File: src/rtl/output_vc_tracker.sv
// rtl/output_vc_tracker.sv - per-output-VC state and downstream credit tracker
//
// Tracks IDLE/ACTIVE/DRAINING state and the downstream credit count of every
// output VC of the router, and publishes allocator-facing status vectors.
//
// Ports:
//   clk             rising-edge clock
//   reset           asynchronous active-low reset
//   vc_alloc        VC-allocation grants, bit p*NUM_VC+v = port p, VC v
//   flit_sent       a flit leaves output port p this cycle
//   flit_sent_vc    output VC of that flit, per port
//   flit_sent_tail  that flit is a tail (or single-flit packet)
//   credit_valid    downstream returns one credit on port p
//   credit_vc       VC of the returned credit, per port
//   vc_availability 1 = VC is IDLE (same ordering as vc_alloc)
//   vc_has_credit   1 = credit count non-zero
//   error           sticky protocol-error flag

module output_vc_tracker #(
    parameter int NUM_PORTS    = 5,
    parameter int NUM_VC       = 4,
    parameter int BUFFER_DEPTH = 4,
    parameter int VC_BITS      = $clog2(NUM_VC),
    parameter int CREDIT_BITS  = $clog2(BUFFER_DEPTH + 1)
) (
    input  logic                                 clk,
    input  logic                                 reset,
    input  logic [NUM_VC*NUM_PORTS-1:0]          vc_alloc,
    input  logic [NUM_PORTS-1:0]                 flit_sent,
    input  logic [NUM_PORTS-1:0][VC_BITS-1:0]    flit_sent_vc,
    input  logic [NUM_PORTS-1:0]                 flit_sent_tail,
    input  logic [NUM_PORTS-1:0]                 credit_valid,
    input  logic [NUM_PORTS-1:0][VC_BITS-1:0]    credit_vc,
    output logic [NUM_VC*NUM_PORTS-1:0]          vc_availability,
    output logic [NUM_VC*NUM_PORTS-1:0]          vc_has_credit,
    output logic                                 error
);

    localparam int NUM_OVC = NUM_VC * NUM_PORTS;
    localparam logic [CREDIT_BITS-1:0] CREDIT_FULL = CREDIT_BITS'(BUFFER_DEPTH);

    typedef enum logic [1:0] {
        ST_IDLE     = 2'd0,
        ST_ACTIVE   = 2'd1,
        ST_DRAINING = 2'd2
    } vc_state_t;

    logic [NUM_OVC-1:0] w_err_vec;
    logic               r_error;

    for (genvar gp = 0; gp < NUM_PORTS; gp++) begin : g_port
        for (genvar gv = 0; gv < NUM_VC; gv++) begin : g_vc
            localparam int IDX = gp * NUM_VC + gv;

            vc_state_t              r_state;
            logic [CREDIT_BITS-1:0] r_count;
            vc_state_t              w_state_next;
            logic [CREDIT_BITS-1:0] w_count_next;
            logic                   w_sent;
            logic                   w_tail;
            logic                   w_ret;
            logic                   w_alloc;
            logic                   w_credit_err;
            logic                   w_proto_err;

            assign w_sent  = flit_sent[gp] && (flit_sent_vc[gp] == VC_BITS'(gv));
            assign w_tail  = w_sent && flit_sent_tail[gp];
            assign w_ret   = credit_valid[gp] && (credit_vc[gp] == VC_BITS'(gv));
            assign w_alloc = vc_alloc[IDX];

            // A send and a return in the same cycle cancel, so saturation
            // checks only apply when exactly one of them is present.
            always_comb begin
                w_count_next = r_count;
                w_credit_err = 1'b0;
                if (w_sent && !w_ret) begin
                    if (r_count == '0) begin
                        w_credit_err = 1'b1;
                    end else begin
                        w_count_next = r_count - CREDIT_BITS'(1);
                    end
                end else if (w_ret && !w_sent) begin
                    if (r_count == CREDIT_FULL) begin
                        w_credit_err = 1'b1;
                    end else begin
                        w_count_next = r_count + CREDIT_BITS'(1);
                    end
                end
            end

            // State decisions look at the post-update count so that the last
            // returning credit and a tail in the same cycle free the VC at once.
            always_comb begin
                w_state_next = r_state;
                w_proto_err  = 1'b0;
                case (r_state)
                    ST_IDLE: begin
                        if (w_alloc) begin
                            w_state_next = ST_ACTIVE;
                        end
                        if (w_sent) begin
                            w_proto_err = 1'b1;
                        end
                    end
                    ST_ACTIVE: begin
                        if (w_alloc) begin
                            w_proto_err = 1'b1;
                        end
                        if (w_tail) begin
                            w_state_next = (w_count_next == CREDIT_FULL) ? ST_IDLE : ST_DRAINING;
                        end
                    end
                    ST_DRAINING: begin
                        if (w_alloc || w_sent || w_tail) begin
                            w_proto_err = 1'b1;
                        end
                        if (w_count_next == CREDIT_FULL) begin
                            w_state_next = ST_IDLE;
                        end
                    end
                    default: begin
                        w_state_next = ST_IDLE;
                    end
                endcase
            end

            always_ff @(posedge clk or negedge reset) begin
                if (!reset) begin
                    r_state <= ST_IDLE;
                    r_count <= CREDIT_FULL;
                end else begin
                    r_state <= w_state_next;
                    r_count <= w_count_next;
                end
            end

            assign vc_availability[IDX] = (r_state == ST_IDLE);
            assign vc_has_credit[IDX]   = (r_count != '0);
            assign w_err_vec[IDX]       = w_credit_err | w_proto_err;
        end
    end

    always_ff @(posedge clk or negedge reset) begin
        if (!reset) begin
            r_error <= 1'b0;
        end else if (|w_err_vec) begin
            r_error <= 1'b1;
        end
    end

    assign error = r_error;

endmodule

File: config.mk
export PLATFORM = sky130hd
export DESIGN_NAME = output_vc_tracker
export DESIGN_NICKNAME = d
export VERILOG_FILES = /design/src/rtl/output_vc_tracker.sv
export SDC_FILE = /design/constraint.sdc
export NUM_CORES = 1
export LEC_CHECK = 0
export CELL_PAD_IN_SITES_DETAIL_PLACEMENT = 0
export CELL_PAD_IN_SITES_GLOBAL_PLACEMENT = 1
export CORE_MARGIN = 1
export CORE_UTILIZATION = 43
export DETAILED_ROUTE_END_ITERATION = 12
export PLACE_DENSITY = 0.83
export RECOVER_POWER = 50
export SYNTH_ARGS = -nofsm -noshare
export SYNTH_HDL_FRONTEND = slang
export SYNTH_SLANG_ARGS = --single-unit
File: constraint.sdc
create_clock -name clk -period 2 [get_ports clk]
set_input_delay 0.4 -clock clk [delete_from_list [all_inputs] [get_ports clk]]
set_output_delay 0.4 -clock clk [all_outputs]
set_load 0.02 [all_outputs]
==> flow_summary.ini, run 1 <==
[worst_setup_path]
cpPeakStageDelay_ns = 0.39
cp_data_required_time_ns = 1.60
cp_cell_sequence = inv_1 > ha_1 > inv_1 > nor2_1 > inv_1 > buf_2
cp-end-kind = output port
path_class = reg2out
startpoint_type = flop
crit_fanout = 3
crit_top_cell = inv_1
critPathSlowestCell = dfrtp_1
crit_buf_inv = 4
crit_arrival_ns = 1.59
critPathTopFamily = buffers and inverters

[finish]
final_nets = 1230
drive_above_1_share = 0.2522
layout_commonest_cell = buf_4
diodes = 0
area_growth_syn_to_layout_pct = 36.57
finalNonFillerCells = 1343
final_cell_mix = 174 x buf_4, 81 x dfrtp_1, 79 x inv_1, 71 x nor2_1, 58 x ha_1

[synth]
ys_warn_count = 0
synth_cell_types = 65
synth_compound_area_frac = 0.2233
synth-edff-count = 0
syn_nets = 984
synth_xor_area_frac = 0.04537
yosys_most_used_dff = dfrtp_1
synth_mux_area_frac = 0.04520
seq_area_frac_synth = 0.3305
syn_inst = 867
synth_area_per_cell_um2 = 8.907
synth_top_family_by_area = compound AO/OA/AOI/OAI gates
async_reset_ff_frac = 1.000
yosys.area_share.simple = 0.1926
synthAdderAreaFrac = 0.09721
syn_area_mm2 = 0.007722
synth-seq-cells = 101

[grt]
met1_usage = 0.3083
gr-usage-all-layers = 0.2399
grt_use_met2 = 0.4083
antenna_found_initial = 0
grt_overflow = 0
grt_pass1_wl_um = 34420
grt_pass1_vias = 7031
grt-busiest-layer = met2
grt_max_degree = 33
met3_usage = 0.02834

[detailed_routing]
vias_per_cell = 5.450
antenna_left = 0
wl_per_cell_um = 16.05
drt_first_pass_iters = 5
drc_errors = 0
finalWirelength_um = 21550
drt_iter0_markers = 373
vias = 7320

[sta]
drv_slew = 0
clock.fmax_mhz = 501.6
worst_hold_slack_ns = 0.5044
skew_ns = 0.005950
layout_min_cycle_time_ns = 1.994
rsz0062_at_grt = yes
fin_crit_sh = 0.9968
setup_viol = 0
final_hold_viol_count = 0
slew_headroom = 0.5167
worst_pin_slew_ns = 0.7250

[clocking]
root_buffer = clkbuf_16
clk_pin_slew_ns = 0.07
cts_tree = done
cts_buffer_depth = 2
cts_made_buffers = 9
worst_skew_pair.late_latency_ns = 0.35
cts_max_level = 3
clock_sinks = 101

[power_and_ir_drop]
p_leak_nw = 4.987
pwr-share-comb = 0.557
clkPwrFrac = 0.147
swShare = 0.4180
vdd_drop_max_mv = 0.7564
total_power_mw = 12.75
p_int_mw = 7.423
netSwitchingPower_mw = 5.332
power_density_mw_per_mm2 = 1209
pwr-share-seq = 0.296

[die]
start_util = 0.4434
dieArea_mm2 = 0.01850
fp.dieH_um = 136.0
core-area_mm2 = 0.01742
die_x_um = 136.0
num_io_pins = 98
num_rows = 48

[run_status]
status = complete, no violations

[place]
place_hpwl_um = 17070
dp_cells = 1320
port_buffers = 97
gp_congestion = 0.8640

[worst_hold_path]
hold_class = reg2reg

[flow_run]
drv_cap = 0
==> worst reg2reg max path: cells and delay by family (launching register included) <==
family                   cells  cell delay (ns)
flip-flops                   1             0.42
buffers and inverters        2             0.23
AND/OR/NAND/NOR              4             0.58
adder cells (fa/ha/maj)      1             0.21
AO/OA/AOI/OAI                2             0.31
==> layout make-up <==
type | count | area (um2)
Fill cell | 1571 | 6870
Multi-Input combinational cell | 647 | 4806
Sequential cell | 101 | 2552
Timing Repair Buffer | 275 | 2297
Inverter | 79 | 296.5
Tap cell | 225 | 281.5
Clock buffer | 13 | 270.3
Clock inverter | 3 | 42.54
==> cells by family (layout without fill, tap and decap cells) <==
family                     count (synthesis)  count (layout)
AOI/OAI and AO/OA                        232             232
muxes                                     34              34
DFF                                      101             101
buffers and inverters                    119             370
adders and majority gates                 60              60
xor gates and xnor gates                  40              40
and+or+nand+nor                          281             281
==> sequential cells by signal, summed over array words and instances (netlist names) <==
name,count
error,1
g_port.g_vc.r_count,60
g_port.g_vc.r_state,40
==> metal layers <==
layer | wire, um | share of wire
met3 | 846 | 0.039
met1 | 9649 | 0.45
met2 | 10490 | 0.49
met5 | 0 | 0
met4 | 567 | 0.026
==> Yosys cell counts (5+ instances only) <==
| library cell | count | share of area |
|---|---|---|
| o22ai_1 | 6 | 0.0049 |
| clkbuf_1 | 20 | 0.0097 |
| nor3b_2 | 5 | 0.0081 |
| xor2_1 | 17 | 0.019 |
| nor2_1 | 81 | 0.039 |
| nand2b_1 | 23 | 0.019 |
| o21a_1 | 11 | 0.011 |
| ha_1 | 60 | 0.097 |
| a311oi_1 | 17 | 0.019 |
| a32o_1 | 21 | 0.027 |
| nor2_2 | 6 | 0.0049 |
| dfstp_2 | 20 | 0.068 |
| xnor2_1 | 23 | 0.026 |
| a22oi_1 | 14 | 0.014 |
| and3b_1 | 10 | 0.011 |
| o31ai_1 | 14 | 0.014 |
| and2_4 | 6 | 0.0068 |
| and2_1 | 11 | 0.0089 |
| inv_1 | 79 | 0.038 |
| nand3b_1 | 12 | 0.012 |
| nand3_1 | 36 | 0.023 |
| o221ai_1 | 5 | 0.0057 |
| and3_1 | 8 | 0.0065 |
| nor3_1 | 9 | 0.0058 |
| mux2i_1 | 29 | 0.038 |
| buf_2 | 7 | 0.0045 |
| o211ai_1 | 15 | 0.015 |
| o21ai_0 | 11 | 0.0071 |
| nand2_1 | 53 | 0.026 |
| a32oi_1 | 25 | 0.028 |
| dfrtp_1 | 81 | 0.26 |
| buf_4 | 8 | 0.0078 |
| a21o_1 | 5 | 0.0049 |
| a21oi_1 | 56 | 0.036 |
==> repair_timing <==
item | in CTS | in global routing
setup endpoints to repair | 28 | 40
buffers inserted | 0 | 6
hold buffers | 1 | 0
gates resized for setup | 47 | 66
cloned | 0 | 0
pin swaps | 0 | 6
hold endpoints to repair | 21 | 0
==> final timing paths <==
kind | startpoint | to | slack, ns | cells past startpoint
worst min-delay path | g_port[2].g_vc[2].r_state[1]$_DFFE_PN0P_ | g_port[2].g_vc[2].r_state[0]$_DFFE_PN0P_ | 0.50 | 1
worst min register to register | g_port[2].g_vc[2].r_state[1]$_DFFE_PN0P_ | g_port[2].g_vc[2].r_state[0]$_DFFE_PN0P_ | 0.50 | 1
worst max-delay path | g_port[2].g_vc[1].r_count[0]$_DFF_PN0_ | vc_has_credit[9] | 0.006 | 6
min in group asynchronous | reset | g_port[0].g_vc[3].r_count[0]$_DFF_PN0_ | 0.63 | 2
max in group asynchronous | reset | g_port[2].g_vc[0].r_count[2]$_DFF_PN1_ | 0.33 | 3
worst max register to register | g_port[0].g_vc[0].r_count[1]$_DFF_PN0_ | error$_DFFE_PN0P_ | 0.13 | 9
==> power by group through the flow <==
stage / Combinational [mW] / Clock (mW) / Sequential [mW]
after global routing: 7.85 / 2.00 / 3.90
after global placement: 6.93 / 0 / 3.76
final: 7.10 / 1.88 / 3.77
after CTS: 6.99 / 1.92 / 3.76
after floorplan: 4.15 / 0 / 3.60
after detailed placement: 7.05 / 0 / 3.78
==> per-stage QoR <==
stage	util	cell area, um2	setup TNS (ns)	worst slack (ns)
5_1_grt	0.6055	10550	-0.1180	-0.06794
3_3_place_gp	0.5789	10080	-9.006	-0.7311
2_1_floorplan	-	7722	0	0.2782
6_report	0.6055	10550	0	0.006439
3_5_place_dp	0.5789	10080	-9.896	-0.7027
4_1_cts	0.5973	10400	0	0.0006181
Note: power is estimated with default switching activity, not from simulation.
==> inputs of run 2 (changes only) <==
--- a/config.mk
+++ b/config.mk
@@ -9,7 +9,7 @@
 export CELL_PAD_IN_SITES_GLOBAL_PLACEMENT = 1
 export CORE_MARGIN = 1
-export CORE_UTILIZATION = 43
+export CORE_UTILIZATION = 35
 export DETAILED_ROUTE_END_ITERATION = 12
-export PLACE_DENSITY = 0.83
+export PLACE_DENSITY = 0.7
 export RECOVER_POWER = 50
 export SYNTH_ARGS = -nofsm -noshare
==> constraint.sdc (replaced) <==
create_clock -name clk -period 2 [get_ports clk]
set_input_delay 0.4 -clock clk [delete_from_list [all_inputs] [get_ports clk]]
set_output_delay 0.4 -clock clk [all_outputs]
set_load 0.05 [all_outputs]
==> flow_summary.ini, run 2 (synthesis results as in run 1) <==
[flow_run]
drv_cap = 0

[clocking]
ctsHoldBuffers = 0
clk_pin_slew_ns = 0.07
cts_tree = done
cts_made_buffers = 9
worst_skew_pair.late_latency_ns = 0.36
root_buffer = clkbuf_16
clock_sinks = 101
cts_max_level = 3
cts_buffer_depth = 2

[finish]
drive_above_1_share = 0.2897
largest_reg_flops = 60
layout_commonest_cell = buf_4
final-seq-area_mm2 = 0.002555
final_cell_mix = 178 x buf_4, 79 x dfrtp_1, 73 x nor2_1, 70 x inv_1, 56 x a21oi_1
fin_area_mm2 = 0.01075
regMostFlops = g_port.g_vc.r_count
multi_input_area_mm2 = 0.004912
diodes = 0
area_growth_syn_to_layout_pct = 39.19
final_nets = 1213
fill_cells = 2015

[sta]
rsz0062_at_grt = yes
layout_min_cycle_time_ns = 1.962
clock.fmax_mhz = 509.7
slew_headroom = 0.3004
final_hold_viol_count = 0
setup-tns-final_ns = 0
drv_slew = 0
worst_pin_slew_ns = 1.049
skew_ns = 0.007990
setup_viol = 0
fin_crit_sh = 0.9811

[power_and_ir_drop]
swShare = 0.4361
total_power_mw = 14.25
pwr-share-comb = 0.603
power_density_mw_per_mm2 = 1325
p_leak_nw = 4.849
p_int_mw = 8.034
pwr-share-seq = 0.268
vdd_drop_max_mv = 0.8880
clkPwrFrac = 0.129
netSwitchingPower_mw = 6.213

[detailed_routing]
drt_iter0_markers = 256
wl_per_cell_um = 15.90
finalWirelength_um = 21880
drc_errors = 0
vias = 7157
antenna_left = 0
vias_per_cell = 5.201
drt_first_pass_iters = 5

[die]
num_io_pins = 98
die_x_um = 150.5
fp.dieH_um = 150.5
core-area_mm2 = 0.02135
num_rows = 53
start_util = 0.3617
dieArea_mm2 = 0.02266

[worst_setup_path]
reg2regPathDepth = 5
path_class = in2reg
r2r-end = error$_DFFE_PN0P_
cp_data_required_time_ns = 2.23
startpoint_type = input pin
crit_fanout = 5
rrSetupSlack_ns = 0.09
cp-end-kind = flop
crit_arrival_ns = 2.19
regToRegStartpoint = g_port[2].g_vc[0].r_state[1]$_DFFE_PN0P_

[grt]
grt_pass1_vias = 6858
grt_pass1_wl_um = 34600
grt_overflow = 0
gr-usage-all-layers = 0.1986
grt_max_degree = 39
antenna_found_initial = 0

[place]
place_hpwl_um = 17340
port_buffers = 97
placed_area_mm2 = 0.01006
gp_congestion = 0.8673

[worst_hold_path]
hold_class = in2async

[run_status]
status = complete, no violations
[run 2: cell count changes in the layout (fill, tap and decap cells not counted), moves of 5 or more]
cell	before	now
buf_2	5	0
buf_12	1	20
dlymetal6s2s_1	20	7
inv_2	0	9
dlygate4sd2_1	13	1
ha_1	58	50
ha_4	0	7
inv_1	79	70
[run 2: worst max path at each step]
stage	slack, ns	to	cells past startpoint	startpoint
CTS	-0.01	error$_DFFE_PN0P_	7	credit_vc[6]
floorplan	0.07	error$_DFFE_PN0P_	8	g_port[3].g_vc[0].r_count[0]$_DFF_PN0_
global placement	-0.62	error$_DFFE_PN0P_	7	vc_alloc[14]
global route	-0.05	error$_DFFE_PN0P_	7	vc_alloc[14]
detailed placement	-0.60	error$_DFFE_PN0P_	7	vc_alloc[14]
finish	0.04	error$_DFFE_PN0P_	7	flit_sent[1]
[run 2: cell type report]
| type | count | area share |
|---|---|---|
| multi-input combinational | 647 | 0.4570 |
| tap | 275 | 0.03201 |
| clock buffer | 11 | 0.02258 |
| clock inverter | 5 | 0.005471 |
| inverter | 79 | 0.02759 |
| sequential | 101 | 0.2377 |
| timing repair buffer | 258 | 0.2177 |
[run 2: routing by layer]
metal  part of all wire  routed length [um]  track usage
met1               0.46               10030       0.2527
met2               0.48               10580       0.3346
met3              0.036                 780      0.04000
met4              0.022                 487      0.06465
met5                  0                   0            0
[run 2: critical path, cell delays in order]
cell and delay [ns]:
clkdlybuf4s50_1 0.47, and3b_2 0.27, and2_4 0.17, a32oi_2 0.22
nand4_1 0.24, nor4_2 0.29, nand4_1 0.12
[run 2: power groups by stage]
| stage | clock network [mW] | logic [mW] | registers [mW] |
|---|---|---|---|
| after global routing | 1.98 | 9.43 | 3.97 |
| after CTS | 1.90 | 8.16 | 3.79 |
| after global placement | 0 | 7.83 | 3.84 |
| after floorplan | 0 | 4.85 | 3.61 |
| after detailed placement | 0 | 7.87 | 3.86 |
| final | 1.83 | 8.59 | 3.82 |
[run 2: timing repair]
| item | 4_1_cts | 5_1_grt |
|---|---|---|
| resized for setup | 13 | 65 |
| buffers inserted | 9 | 10 |
| pin swaps | 1 | 12 |
| endpoints found under the hold margin | 0 | 0 |
| setup endpoints to repair | 7 | 26 |
[run 2: stage by stage]
stage	cells	util	setup slack (ns)	hold slack [ns]
after global routing	1376	0.5034	-0.04951	0.1956
after floorplan	867	-	0.07371	0.1044
after global placement	1341	0.4713	-0.6178	0.3911
final	1376	0.5034	0.03788	0.1282
after CTS	1366	0.4903	-0.01304	0.001241
after detailed placement	1341	0.4713	-0.6006	0.3893
